File: config.mk
export PLATFORM = sky130hd
export DESIGN_NAME = andchain_stim_gen
export DESIGN_NICKNAME = d
export VERILOG_FILES = /design/src/rtl/andchain_stim_gen.sv
export SDC_FILE = /design/constraint.sdc
export NUM_CORES = 1
export LEC_CHECK = 0
export CORE_AREA = 8 8 118 109
export DETAILED_ROUTE_END_ITERATION = 10
export DIE_AREA = 0 0 126 117
export GPL_TIMING_DRIVEN = 0
export PLACE_DENSITY = 0.59
export SLEW_MARGIN = 5
export SYNTH_ARGS = -nofsm -noshare
export SYNTH_HDL_FRONTEND = slang
export SYNTH_SLANG_ARGS = --single-unit
File: constraint.sdc
create_clock -name clk -period 5.55 [get_ports clk]
set_clock_uncertainty 0.05 [all_clocks]
set_input_delay 0.555 -clock clk [delete_from_list [all_inputs] [get_ports clk]]
set_output_delay 0.555 -clock clk [all_outputs]
set_load 0.005 [all_outputs]
File: src/rtl/andchain_stim_gen.sv
// Stimulus transmitter for the AndChain spec lanes: drives a/b/c traces of TRACE_LEN
// samples per start, in LFSR-random, walking-chain, all-ones or all-zeros form.
module andchain_stim_gen #(
    parameter int unsigned N_LANES   = 5,
    parameter int unsigned TRACE_LEN = 1024,
    parameter int unsigned CNT_W     = 16
) (
    input  logic               clk,
    input  logic               rst_n,
    input  logic               start_i,
    input  logic               abort_i,
    input  logic [1:0]         mode_i,
    input  logic [15:0]        seed_i,
    output logic [N_LANES-1:0] a_o,
    output logic [N_LANES-1:0] b_o,
    output logic [N_LANES-1:0] c_o,
    output logic               valid_o,
    output logic               busy_o,
    output logic               done_o,
    output logic [CNT_W-1:0]   sample_cnt_o
);

    localparam int unsigned       LFSR_W    = 16;
    localparam logic [LFSR_W-1:0] LFSR_INIT = 16'hACE1;
    localparam logic [LFSR_W-1:0] LFSR_TAPS = 16'hB400;
    localparam logic [CNT_W-1:0]  CNT_LAST  = CNT_W'(TRACE_LEN - 1);

    if (N_LANES == 0 || N_LANES > 5 || TRACE_LEN == 0 ||
        64'(TRACE_LEN) >= (64'd1 << CNT_W)) begin : g_param_chk
        $error("andchain_stim_gen: illegal N_LANES/TRACE_LEN/CNT_W combination");
    end

    typedef enum logic [1:0] {S_IDLE, S_LOAD, S_RUN, S_DONE} state_e;
    typedef enum logic [1:0] {M_RAND, M_WALK, M_ONES, M_ZERO} mode_e;

    state_e               state_q, state_d;
    mode_e                mode_q, mode_d;
    logic [LFSR_W-1:0]    seed_q, seed_d;
    logic [LFSR_W-1:0]    lfsr_q, lfsr_d;
    logic [1:0]           phase_q, phase_d;
    logic [CNT_W-1:0]     cnt_q, cnt_d;
    logic [N_LANES-1:0]   a_q, a_d, b_q, b_d, c_q, c_d;
    logic                 valid_q, valid_d, busy_q, busy_d, done_q, done_d;

    logic                 emit;
    logic [LFSR_W-1:0]    src_lfsr;
    logic [1:0]           src_phase;
    logic [N_LANES-1:0]   walk_a, walk_b, walk_c;

    // The sample leaving LOAD comes straight from the (zero-protected) seed and phase 0.
    assign src_lfsr  = (state_q == S_LOAD) ? ((seed_q == '0) ? LFSR_INIT : seed_q) : lfsr_q;
    assign src_phase = (state_q == S_LOAD) ? 2'd0 : phase_q;

    for (genvar g = 0; g < N_LANES; g++) begin : g_walk
        logic [1:0] lane_ph;
        assign lane_ph   = src_phase + 2'(g);
        assign walk_a[g] = (lane_ph != 2'd3);
        assign walk_b[g] = (lane_ph == 2'd1) || (lane_ph == 2'd2);
        assign walk_c[g] = (lane_ph == 2'd2);
    end

    // Next state; registered outputs describe the state being entered.
    always_comb begin
        state_d = state_q;
        mode_d  = mode_q;
        seed_d  = seed_q;
        lfsr_d  = lfsr_q;
        phase_d = phase_q;
        cnt_d   = cnt_q;
        a_d     = '0;
        b_d     = '0;
        c_d     = '0;
        valid_d = 1'b0;
        busy_d  = 1'b0;
        done_d  = 1'b0;
        emit    = 1'b0;

        unique case (state_q)
            S_IDLE: begin
                if (start_i) begin
                    state_d = S_LOAD;
                    mode_d  = mode_e'(mode_i);
                    seed_d  = seed_i;
                    cnt_d   = '0;
                    busy_d  = 1'b1;
                end
            end
            S_LOAD: begin
                if (abort_i) begin
                    state_d = S_DONE;
                    done_d  = 1'b1;
                end else begin
                    state_d = S_RUN;
                    busy_d  = 1'b1;
                    emit    = 1'b1;
                end
            end
            S_RUN: begin
                cnt_d = cnt_q + CNT_W'(1);
                if (abort_i || (cnt_q == CNT_LAST)) begin
                    state_d = S_DONE;
                    done_d  = 1'b1;
                end else begin
                    busy_d = 1'b1;
                    emit   = 1'b1;
                end
            end
            S_DONE: begin
                state_d = S_IDLE;
            end
            default: begin
                state_d = S_IDLE;
            end
        endcase

        if (emit) begin
            valid_d = 1'b1;
            lfsr_d  = (src_lfsr >> 1) ^ (src_lfsr[0] ? LFSR_TAPS : '0);
            phase_d = src_phase + 2'd1;
            unique case (mode_q)
                M_RAND: begin
                    a_d = src_lfsr[N_LANES-1:0];
                    b_d = src_lfsr[N_LANES+4:5];
                    c_d = src_lfsr[N_LANES+9:10];
                end
                M_WALK: begin
                    a_d = walk_a;
                    b_d = walk_b;
                    c_d = walk_c;
                end
                M_ONES: begin
                    a_d = '1;
                    b_d = '1;
                    c_d = '1;
                end
                default: begin
                    a_d = '0;
                    b_d = '0;
                    c_d = '0;
                end
            endcase
        end
    end

    always_ff @(posedge clk or negedge rst_n) begin
        if (!rst_n) begin
            state_q <= S_IDLE;
            mode_q  <= M_RAND;
            seed_q  <= '0;
            lfsr_q  <= LFSR_INIT;
            phase_q <= '0;
            cnt_q   <= '0;
            a_q     <= '0;
            b_q     <= '0;
            c_q     <= '0;
            valid_q <= 1'b0;
            busy_q  <= 1'b0;
            done_q  <= 1'b0;
        end else begin
            state_q <= state_d;
            mode_q  <= mode_d;
            seed_q  <= seed_d;
            lfsr_q  <= lfsr_d;
            phase_q <= phase_d;
            cnt_q   <= cnt_d;
            a_q     <= a_d;
            b_q     <= b_d;
            c_q     <= c_d;
            valid_q <= valid_d;
            busy_q  <= busy_d;
            done_q  <= done_d;
        end
    end

    assign a_o          = a_q;
    assign b_o          = b_q;
    assign c_o          = c_q;
    assign valid_o      = valid_q;
    assign busy_o       = busy_q;
    assign done_o       = done_q;
    assign sample_cnt_o = cnt_q;

endmodule
==> metrics <==
most common cell in the netlist=dfrtp_1; CTS HTree Levels=3; grt ovf=0; hold_buf cts=0; leakage dissipation=~2 nW; root buf cell=clkbuf_16; fin crit share=around two fifths; number of I/O port buffers=55; path depth of the worst reg2reg path=8; Tmin final=2.31 ns; antenna violations before repair=0; routed len/inst=around 16 um; Syn Inst Count=approximately 330; Tot Pwr=roughly 2.6 mW; max_slew headroom=~57%; CP endpoint=sample_cnt_o[7]$_DFFE_PN0P_; FP Rows=37; DIE WIDTH=about 130 um; Vias/cell=5.18; Post-Place Setup Slack=roughly 3.2 ns; top_reg_cell synth=dfrtp_1; DRC=0; ANT nets after route=0; Clock Sinks=72; Post-Layout Cell Count=between 500 and 600; Unique masters post-synth=approximately 50; max_cap viols=0; largest net degree at the start of global routing=between 40 and 50; final instance area=4720 um^2; routability cong.=approximately 0.85; PD cells=about 550 nW/um^2; Die Ht=between 100 and 150 um; worst skew pair latency=approximately 0.32 ns; maximum VDD drop=between 0.00015 and 0.0002 V; f_max=approximately 430 MHz; crit start category=flop; fraction of layout cells with a size suffix above 1=between 15 and 20%; first drt pass iteration count=5; CP max stage delay=between 0.4 and 0.5 ns; Async S/R FF share, synth=between 90% and 100%; Register-to-Register Setup Slack=roughly 3.2 ns; number of fill cells=between 1000 and 1500; Post-Syn Nets=approximately 370; Seq/Total Area, Yosys=49.1%; Initial Util=between 30% and 40%; number of global-route vias before repair=around 2700; IO Pins=56; first-pass GRT wire length=about 15000 um; Global Route Usage Sum=around an eighth; Syn. warnings=0; postcts setup bufs=0; count of final setup violators=0; crit path max fanout=10; Cell Count Post-Placement=around 530; Final Hold Vio Count=0; post-cts resize count=0; ANT cells=0; setup_tns=0 ns; routed wire length=approximately 8900 um; Req. time, crit path=5.71 ns; CP max stage cell=nor4_1; DRT iter0 DRCs=249; # nets final=435; CTS tree=yes; CP Cell Sequence=inv_1 -> ha_1 -> buf_2 -> mux2i_1 -> clkbuf_1 -> nor4_1 -> a21oi_1 -> a31o_2; Final Util=between 40% and 50%; cell taking the most area after synthesis=dfrtp_1; Critical R2R Launch=state_q[0]$_DFFE_PN0P_; RSZ-0062 raised after global routing=false; largest cells by area after synthesis=dfrtp_1 43%, mux2_2 7.3%, dfstp_2 5.7%, mux2i_1 5.2%, ha_1 4.4%; number of CTS-inserted buffers=9; Worst Setup SP=state_q[0]$_DFFE_PN0P_; hpwl dp=between 6000 and 7000 um; flops & latches, synth=72; mapped cell area=approximately 3700 um^2; Hold/Removal Path Class=input port to asynchronous set/reset pin; final hold slack=0.0868 ns; pin slew with the least headroom to its limit=roughly 0.65 ns; Cell Area, Placed=roughly 4400 um^2; Synth top cells by count=64 x dfrtp_1, 24 x mux2_2, 21 x inv_1, 21 x nor2_1, 19 x mux2i_1; outcome=complete, no violations; crit path kind=flop to flop; worst path arrival time=2.47 ns; Post-synth EDFFs=0; setup ws final=approximately 3.2 ns; clock buffer depth=2; clock-pin slew on the worst setup and hold paths=about 0.060 ns; Slew Viols, Final=0; top cell type's share of synthesized area=between 40 and 50%; Die Area=approximately 15000 um^2; via count=between 2000 and 3000; Worst Setup End Kind=flop; core region area=11000 um^2; Mean Syn Cell Area=around 11 um^2; synthesis-to-finish area growth=27.9%; Critical R2R Capture=sample_cnt_o[7]$_DFFE_PN0P_
[where the power goes]
group / total (mW) / switching, mW / internal [mW] / leakage [nW]
Sequential: 0.905 / 0.154 / 0.751 / 0.903
Combinational: 1.15 / 0.599 / 0.547 / 0.981
Clock: 0.552 / 0.204 / 0.348 / 0.134
[worst max-delay path: cells and delay by family (launching register included)]
| kind | cells | cell delay (ns) |
|---|---|---|
| adders and majority gates | 1 | 0.17 |
| DFF | 1 | 0.43 |
| buffers and inverters | 3 | 0.60 |
| muxes | 1 | 0.14 |
| AOI/OAI and AO/OA | 2 | 0.35 |
| and+or+nand+nor | 1 | 0.45 |
[area by class of cell]
type	count	area (um^2)	area share, %
Timing Repair Buffer	56	576	12.2
Multi-Input combinational cell	222	1720	36.4
Clock buffer	13	240	5.09
Tap cell	136	170	3.61
Sequential cell	72	1810	38.4
Buffer	17	77.6	1.64
Inverter	22	82.6	1.75
Clock inverter	3	42.5	0.902
[how the worst min path moves through the flow]
| stage | start | to | slack [ns] | cells after the start |
|---|---|---|---|---|
| floorplan | rst_n | a_o[0]$_DFF_PN0_ | 0.21 | 0 |
| global placement | lfsr_q[6]$_DFFE_PN1P_ | lfsr_q[6]$_DFFE_PN1P_ | 0.41 | 2 |
| detailed placement | lfsr_q[6]$_DFFE_PN1P_ | lfsr_q[6]$_DFFE_PN1P_ | 0.42 | 2 |
| CTS | rst_n | seed_q[12]$_DFFE_PN0P_ | 0.1 | 1 |
| global route | rst_n | seed_q[12]$_DFFE_PN0P_ | 0.12 | 1 |
| finish | rst_n | seed_q[12]$_DFFE_PN0P_ | 0.09 | 1 |
[state kept, by name, summed over array words and instances, names as in the netlist]
name / count
state_q: 2
mode_q: 2
b_o: 5
c_o: 5
sample_cnt_o: 16
seed_q: 16
busy_o: 1
valid_o: 1
lfsr_q: 16
done_o: 1
a_o: 5
phase_q: 2
[kinds of logic after synthesis]
logic type / after synthesis / synth area share, %
AO/OA/AOI/OAI: 64 / 12.6
XOR/XNOR: 10 / 2.38
flip-flops: 72 / 49.1
AND/OR/NAND/NOR: 87 / 12.7
buffers and inverters: 39 / 4.34
adder cells (fa/ha/maj): 13 / 4.41
multiplexers: 48 / 14.5
[cells in the final DEF, fill, tap and decap left out, types with 3 or more instances in the layout]
| cell type | instances |
|---|---|
| xor2_1 | 3 |
| nand4_1 | 3 |
| nor2b_1 | 3 |
| o31ai_1 | 3 |
| clkbuf_1 | 12 |
| dfstp_2 | 8 |
| mux2i_1 | 19 |
| buf_1 | 3 |
| ha_1 | 13 |
| o21ai_0 | 16 |
| xnor2_1 | 7 |
| mux2_4 | 5 |
| clkdlybuf4s50_1 | 54 |
| nor3_1 | 11 |
| nand2b_1 | 5 |
| and3_1 | 5 |
| nor2_1 | 21 |
| nand2_1 | 15 |
| nor4_1 | 9 |
| mux2_2 | 24 |
| a21oi_1 | 12 |
| o22ai_1 | 5 |
| buf_2 | 4 |
| or3_1 | 3 |
| a221oi_1 | 6 |
| a41o_1 | 3 |
| nand3_1 | 4 |
| clkbuf_16 | 9 |
| dfrtp_1 | 64 |
| inv_1 | 21 |
[per-layer routing]
layer | GRT usage, % | part of all wire (%) | up-vias
met5 | 0 | 0 | -
li1 | - | - | 1337
met4 | 6.33 | 2.7 | 0
met2 | 17.8 | 44 | 83
met1 | 17.8 | 49 | 1369
met3 | 2.36 | 4.8 | 15
No activity file was read; power rests on OpenSTA's default activity.
